<file path="src/rtl/int_ctrl_pkg.sv">
// Shared definitions for the interrupt controller: register offsets,
// FSM state encoding and default sizing.
package int_ctrl_pkg;

    localparam int         N_SRC_DEF   = 6;
    localparam logic [2:0] NONE_ID_DEF = 3'd7;

    localparam logic [1:0] REG_ENABLE  = 2'd0;
    localparam logic [1:0] REG_PENDING = 2'd1;
    localparam logic [1:0] REG_CLAIM   = 2'd2;
    localparam logic [1:0] REG_MODE    = 2'd3;

    typedef enum logic [1:0] {
        ST_IDLE    = 2'd0,
        ST_REQ     = 2'd1,
        ST_SERVICE = 2'd2
    } state_e;

endpackage

</file>
<file path="src/rtl/int_prio_enc.sv">
// Lowest-index-wins priority encoder; returns NONE_ID when nothing is requesting.
module int_prio_enc #(
    parameter int         N_SRC   = 6,
    parameter logic [2:0] NONE_ID = 3'd7
) (
    input  logic [N_SRC-1:0] req_i,
    output logic [2:0]       idx_o,
    output logic             valid_o
);

    // Scan from the top down so the lowest set index is the last one written.
    always_comb begin
        idx_o   = NONE_ID;
        valid_o = 1'b0;
        for (int i = N_SRC - 1; i >= 0; i--) begin
            if (req_i[i]) begin
                idx_o   = 3'(i);
                valid_o = 1'b1;
            end
        end
    end

endmodule

</file>
<file path="src/rtl/int_ctrl.sv">
// Interrupt controller: per-source edge/level pending, enable mask,
// claim/complete handshake with a three-state request FSM.
//
// state   | meaning
// IDLE    | nothing claimable, IRQ low
// REQ     | a claimable source exists, IRQ high, waiting for a claim read
// SERVICE | a source is claimed, waiting for its completion write
module int_ctrl
    import int_ctrl_pkg::*;
#(
    parameter int         N_SRC   = N_SRC_DEF,
    parameter logic [2:0] NONE_ID = NONE_ID_DEF
) (
    input  logic             clk,
    input  logic             reset,
    input  logic [N_SRC-1:0] HWInt,
    input  logic [29:0]      Addr,
    input  logic             WE,
    input  logic             RE,
    input  logic [31:0]      Din,
    output logic [31:0]      Dout,
    output logic             IRQ
);

    logic [N_SRC-1:0] enable_q, mode_q, pending_q, pending_d, prev_q;
    logic [N_SRC-1:0] edge_w, w1c_w, claim_clr_w;
    logic [2:0]       in_service_q, best, claim_val;
    logic             best_valid, irq_q;
    state_e           state_q;

    logic [1:0] sel;
    logic       wr_enable, wr_pending, wr_mode, claim_rd, claim_take, cpl_wr;
    logic       unused_bits;

    assign sel        = Addr[1:0];
    assign wr_enable  = WE && (sel == REG_ENABLE);
    assign wr_pending = WE && (sel == REG_PENDING);
    assign wr_mode    = WE && (sel == REG_MODE);
    assign claim_rd   = RE && (sel == REG_CLAIM);
    assign cpl_wr     = WE && (sel == REG_CLAIM) && (Din[2:0] == in_service_q);
    assign claim_take = (state_q == ST_REQ) && best_valid && claim_rd;
    assign unused_bits = ^{Addr[29:2], Din[31:N_SRC]};

    assign edge_w = HWInt & ~prev_q;
    assign w1c_w  = wr_pending ? Din[N_SRC-1:0] : '0;

    int_prio_enc #(
        .N_SRC   (N_SRC),
        .NONE_ID (NONE_ID)
    ) u_prio_enc (
        .req_i   (pending_q & enable_q),
        .idx_o   (best),
        .valid_o (best_valid)
    );

    // Edge bits hold until cleared (a new edge beats a clear); level bits track the input.
    always_comb begin
        claim_clr_w = '0;
        for (int i = 0; i < N_SRC; i++) begin
            claim_clr_w[i] = claim_take && (best == 3'(i));
        end
        pending_d = (mode_q & (edge_w | (pending_q & ~(w1c_w | claim_clr_w))))
                  | (~mode_q & HWInt);
    end

    // Configuration, input history and pending state.
    always_ff @(posedge clk or negedge reset) begin
        if (!reset) begin
            enable_q  <= '0;
            mode_q    <= '0;
            prev_q    <= '0;
            pending_q <= '0;
        end else begin
            prev_q    <= HWInt;
            pending_q <= pending_d;
            if (wr_enable) enable_q <= Din[N_SRC-1:0];
            if (wr_mode)   mode_q   <= Din[N_SRC-1:0];
        end
    end

    // Request FSM with registered IRQ; a claim is only taken while something is claimable.
    always_ff @(posedge clk or negedge reset) begin
        if (!reset) begin
            state_q      <= ST_IDLE;
            in_service_q <= 3'd0;
            irq_q        <= 1'b0;
        end else begin
            case (state_q)
                ST_IDLE: begin
                    if (best_valid) begin
                        state_q <= ST_REQ;
                        irq_q   <= 1'b1;
                    end
                end
                ST_REQ: begin
                    if (!best_valid) begin
                        state_q <= ST_IDLE;
                        irq_q   <= 1'b0;
                    end else if (claim_rd) begin
                        state_q      <= ST_SERVICE;
                        in_service_q <= best;
                        irq_q        <= 1'b0;
                    end
                end
                ST_SERVICE: begin
                    if (cpl_wr) begin
                        state_q <= ST_IDLE;
                        irq_q   <= 1'b0;
                    end
                end
                default: begin
                    state_q <= ST_IDLE;
                    irq_q   <= 1'b0;
                end
            endcase
        end
    end

    // Claim register view depends on where the handshake is.
    always_comb begin
        case (state_q)
            ST_REQ:     claim_val = best;
            ST_SERVICE: claim_val = in_service_q;
            default:    claim_val = NONE_ID;
        endcase
    end

    // Combinational read mux, zero-extended.
    always_comb begin
        case (sel)
            REG_ENABLE:  Dout = 32'(enable_q);
            REG_PENDING: Dout = 32'(pending_q);
            REG_CLAIM:   Dout = {29'd0, claim_val};
            default:     Dout = 32'(mode_q);
        endcase
    end

    assign IRQ = irq_q;

endmodule

</file>
<file path="config.mk">
export PLATFORM = sky130hd
export DESIGN_NAME = int_ctrl
export DESIGN_NICKNAME = d
export VERILOG_FILES = /design/src/rtl/int_ctrl_pkg.sv /design/src/rtl/int_prio_enc.sv /design/src/rtl/int_ctrl.sv
export SDC_FILE = /design/constraint.sdc
export NUM_CORES = 1
export LEC_CHECK = 0
export CORE_MARGIN = 5
export CORE_UTILIZATION = 40
export DETAILED_ROUTE_END_ITERATION = 8
export PLACE_DENSITY = 0.86
export RECOVER_POWER = 25
export SETUP_SLACK_MARGIN = 0.5
export SYNTH_ARGS = -nofsm -noshare
export SYNTH_HDL_FRONTEND = slang
export SYNTH_SLANG_ARGS = --single-unit
</file>
<file path="constraint.sdc">
create_clock -name clk -period 5.12 [get_ports clk]
set_clock_uncertainty 0.2 [all_clocks]
set_input_delay 1.024 -clock clk [delete_from_list [all_inputs] [get_ports clk]]
set_output_delay 1.024 -clock clk [all_outputs]
set_load 0.02 [all_outputs]
</file>
After elaboration in Yosys (flattened, before gate mapping)

Index checks and enable logic that the tools add are counted.

Register bits after elaboration: 30
Latch bits: 0
RAM bits: 0
ROM bits: 0
Input port bits: 72
Output and inout port bits: 33
Logic and storage cells: 76
Memories: 0

Add/sub/neg operators: 0
Multipliers: 0
Div/mod/pow operators: 0
Order comparisons: 0
Equality and inequality tests: 14
Shift operators: 0
Multiplexer cells: 25
Bitwise gates (word level): 11
Reductions and logical operators: 19

Operators with widths:

| cell                                                 | count |
|---|---|
| bitwise AND 6 bit                                    | 5 |
| NOT 6 bit                                            | 3 |
| bitwise OR 6 bit                                     | 3 |
| one-hot mux 6 bit (3 select lines)                   | 1 |
| logical AND 1 bit                                    | 14 |
| two-way mux 2 bit                                    | 6 |
| two-way mux 3 bit                                    | 4 |
| two-way mux 1 bit                                    | 10 |
| equality test 2 bit (second input constant)          | 3 |
| equality test 3 x 2 -> 1 bit (second input constant) | 2 |
| equality test 3 bit (second input constant)          | 2 |
| two-way mux 6 bit                                    | 1 |
| one-hot mux 2 bit (3 select lines)                   | 1 |
| one-hot mux 3 bit (2 select lines)                   | 1 |
| AND reduction 3 bit                                  | 2 |
| equality test 2 x 1 -> 1 bit (second input constant) | 2 |
| logical NOT 2 bit                                    | 2 |
| inequality test 2 bit (second input constant)        | 2 |
| equality test 3 x 1 -> 1 bit (second input constant) | 1 |
| equality test 3 bit                                  | 1 |
| logical NOT 3 bit                                    | 1 |
| inequality test 3 bit (second input constant)        | 1 |
| one-hot mux 1 bit (3 select lines)                   | 1 |

Logic depth before layout (Yosys ltp)

Word-level depth: 16
Mapped depth: 6
Depth with buffers taken out: 6

Cells and area by module

From an unflattened synthesis, not the netlist that was laid out.

Cells, all modules: 161
Area, all modules: 1774.2 µm²

By module, submodules not included:

| module       | times used | cells each | area each (µm²) | sequential area each (µm²) |
|---|---|---|---|---|
| int_ctrl     | 1          | 153        | 1725.4          | 725.7 |
| int_prio_enc | 1          | 8          | 48.8            | 0.0 |

Worst setup path before layout

OpenSTA, ideal clock, no wires.

Path kind: input-to-output
Start: input port Addr[1]
End: output port Dout[3]
Arrival: 1.922 ns
Data required time: 3.896 ns
Slack: 1.974 ns
Stages on the path: 3
Buffers on the path: 1
Path through: buf_1 -> mux2_2 -> a22o_1

Longest elaborated chain between the ends: 2
Elaborated cells between the ends (all ways): 4
Those cells by class: 2 x eq/ne; 1 x mux; 1 x reduce/logical

Ends and longest elaborated chain:

| item                                              | line            | source |
|---|---|---|
| start, declared                                   | int_ctrl.sv:17  | `input logic [29:0] Addr,` |
| equality test 2 bit, or another cell as far along | int_ctrl.sv:130 | `case (sel)` |
| one-hot mux 6 bit (3 select lines) *              | int_ctrl.sv:130 |  |
| end, declared                                     | int_ctrl.sv:21  | `output logic [31:0] Dout,` |

Mark *: on every way between the ends. The rest lies on a longest branch, timed or not.

Final worst setup path

Start: input port Addr[1]
End: output port Dout[4]

Same word-level chain as after synthesis.

==> flow_summary_export.csv <==
group,metric,value,unit
outcome,status,"finished, violations left",
outcome,violations,"max-capacitance violations, max-slew violations",
synth,synth-seq-area-share,42.2,%
detailed_routing,via_per_inst,5.23,
grt,antenna_found_initial,0,
final_layout,diodes,0,
synth,ys_async_sr_fraction,100,%
worst_setup_path,worstPathArrival,2.95,ns
clocking,root_buffer,"clkbuf_8",
grt,grt_start_max_net_pins,30,
synth,syn_avg_cell_area,10.1,um2
sta,final.setup.tns,0,ns
synth,synthCells,171,
clocking,clockBufferDepth,2,
synth,ys_ff_latch,29,
min_path,hp-class,"reg2reg",
sta,relSlewSlack,-5.48,%
grt,grt_pass1_vias,1339,
sta,finalSetupViolCount,0,
floorplanning,start_util,42.1,%
detailed_routing,drt_first_pass_iters,5,
pwr,p_seq_share,35.7,%
worst_setup_path,endpoint,"Dout[4]",
flow_run,drv_cap,1,
grt,grt-ovfl-total,0,
pwr,power.density,443,nW/um2
pwr,swShare,32.8,%
detailed_routing,detail_route.wl_per_cell,14.8,um
floorplanning,ios,105,
detailed_routing,ant_nets,0,
final_layout,fin_nets,274,
clocking,htree_levels,2,
sta,hold_viol,0,
detailed_routing,drc,0,
pwr,p_sw,298,uW
pwr,p_leak,0.922,nW
worst_setup_path,end_kind,"output pin",
detailed_routing,totalWireLength,3690,um
clocking,cts_setup_buffers,0,
pwr,vdd_drop_max,220,uV
grt,grt_pass1_wl,6220,um
placement,dp_slack,0.939,ns
clocking,numCtsBuffers,5,
synth,syn_area,1720,um2
sta,period_share,81.5,%
placement,gp_congestion,0.910,
final_layout,post_route_cells_drive_above_1_share,12.5,%
sta,rsz0062_at_grt,"no",
final_layout,syn_to_final_growth,19.1,%
worst_setup_path,r2r_cells,6,
grt,grt_usage,14.6,%
synth,ys.flop_type,"dfrtp_1",
worst_setup_path,r2r-end,"pending_q[2]$_DFF_PN0_",
pwr,pwr-share-comb,33.3,%
final_layout,final_common_cell,"dfrtp_1",
synth,synth_edf_count,0,
floorplanning,dieHeight,75.6,um
clocking,cts_tree,"yes",
worst_setup_path,worstSetupStartpoint,"Addr[1]",
pwr,p_int,610,uW
final_layout,fin_util,50.2,%
synth,ys_warn_count,0,
pwr,clkPwrFrac,31.0,%
placement,dp_hpwl,2760,um
clocking,cts_sinks,29,
sta,worst_slew_pin_slew,1.58,ns
placement,post-place-cells,242,
worst_setup_path,worstSetupPathType,"in2out",
clocking,clkLatencyLatePin,0.28,ns
sta,holdWs,0.326,ns
worst_setup_path,critPathMaxFanout,14,
floorplanning,die_w,75.6,um
clocking,clkTransAtPathRegs,0.07,ns
worst_setup_path,required,3.90,ns
clocking,post_cts_resized,0,
clocking,hold_buffers,0,
sta,slew_violations,30,
floorplanning,die_area,5710,um2
floorplanning,row_count,23,
worst_setup_path,startpoint_type,"primary input",
worst_setup_path,r2r_slack,3.18,ns
detailed_routing,vias,1307,
floorplanning,coreArea,4090,um2
sta,post-route-min-period,4.17,ns
sta,timing.final.ws_setup,0.947,ns
final_layout,fin_cells,250,
detailed_routing,drt_iter0_drc,69,
placement,io_buffer_count,24,
synth,synth.distinct_cells,39,
worst_setup_path,r2r-start,"state_q[1]$_DFFE_PN0P_",
sta,clock.fmax,240,MHz
final_layout,layout_common_cells,"dfrtp_1, nand2_1, conb_1, clkdlybuf4s50_1, mux2_2",
worst min-delay path by stage:
stage / startpoint / to / slack [ns] / cells past startpoint
floorplan: prev_q[4]$_DFF_PN0_ / pending_q[4]$_DFF_PN0_ / 0.28 / 3
global placement: enable_q[5]$_DFFE_PN0P_ / enable_q[5]$_DFFE_PN0P_ / 0.30 / 1
detailed placement: enable_q[5]$_DFFE_PN0P_ / enable_q[5]$_DFFE_PN0P_ / 0.31 / 1
CTS: enable_q[5]$_DFFE_PN0P_ / enable_q[5]$_DFFE_PN0P_ / 0.33 / 1
global route: enable_q[5]$_DFFE_PN0P_ / enable_q[5]$_DFFE_PN0P_ / 0.35 / 1
finish: enable_q[5]$_DFFE_PN0P_ / enable_q[5]$_DFFE_PN0P_ / 0.33 / 1
registers in the layout (all words and copies together) (netlist names):
signal	cells
enable_q	6
in_service_q	3
mode_q	6
pending_q	6
prev_q	6
state_q	2
worst max-delay path, stage by stage:
cell and delay (ns):
clkdlybuf4s50_1 0.80, mux2_2 0.40, a22o_1 0.19, clkdlybuf4s50_1 0.53
metrics by stage:
step,power (mW),instance area (um2)
6_report,0.909,2050
5_1_grt,0.967,2050
4_1_cts,0.914,2050
3_5_place_dp,0.629,1920
3_3_place_gp,0.615,1920
2_1_floorplan,0.543,1810
synth_stat cells (2+ instances only):
cell	instances	area (um2)
buf_2	2	10.0
a22oi_1	2	15.0
nand2_1	27	101
a21oi_1	5	25.0
nand4_1	2	12.5
nor2b_1	2	12.5
nor2_1	3	11.3
inv_1	3	11.3
mux2_2	11	124
o21ai_1	3	15.0
dfrtp_1	29	726
o22ai_1	2	12.5
ha_1	3	37.5
o21ai_0	4	20.0
xor2_1	2	17.5
mux2_1	6	67.6
buf_4	26	195
a21o_1	4	30.0
a221oi_1	3	26.3
a22o_1	7	61.3
nand3_1	7	35.0
power by group through the flow:
stage / Combinational, mW / Sequential [mW] / Clock (mW)
global route: 0.335 / 0.333 / 0.299
detailed placement: 0.302 / 0.327 / 0
floorplan: 0.223 / 0.320 / 0
finish: 0.302 / 0.324 / 0.282
CTS: 0.303 / 0.324 / 0.288
global placement: 0.291 / 0.324 / 0
routing by layer:
layer / vias up / GRT usage, % / wire length, um
met5: - / 0 / 0
met4: 0 / 6.99 / 115
li1: 609 / - / -
met3: 14 / 5.01 / 237
met1: 638 / 17.7 / 1560
met2: 46 / 23.2 / 1780
kinds of logic after synthesis:
| family | share of synthesized area [%] |
|---|---|
| buf+inv | 13.0 |
| other cells | 0.218 |
| mux | 12.4 |
| compound gates | 16.2 |
| flops | 42.2 |
| simple gates | 12.2 |
| xor+xnor | 1.53 |
| fa+ha+maj | 2.18 |
final cells by class:
cell class,count,area (um2)
Fill cell,378,2040
Sequential cell,29,726
Inverter,3,11.3
Clock inverter,3,65.1
Clock buffer,5,68.8
Timing Repair Buffer,26,251
Tap cell,50,62.6
Multi-Input combinational cell,134,865
No activity file was read; power rests on OpenSTA's default activity.
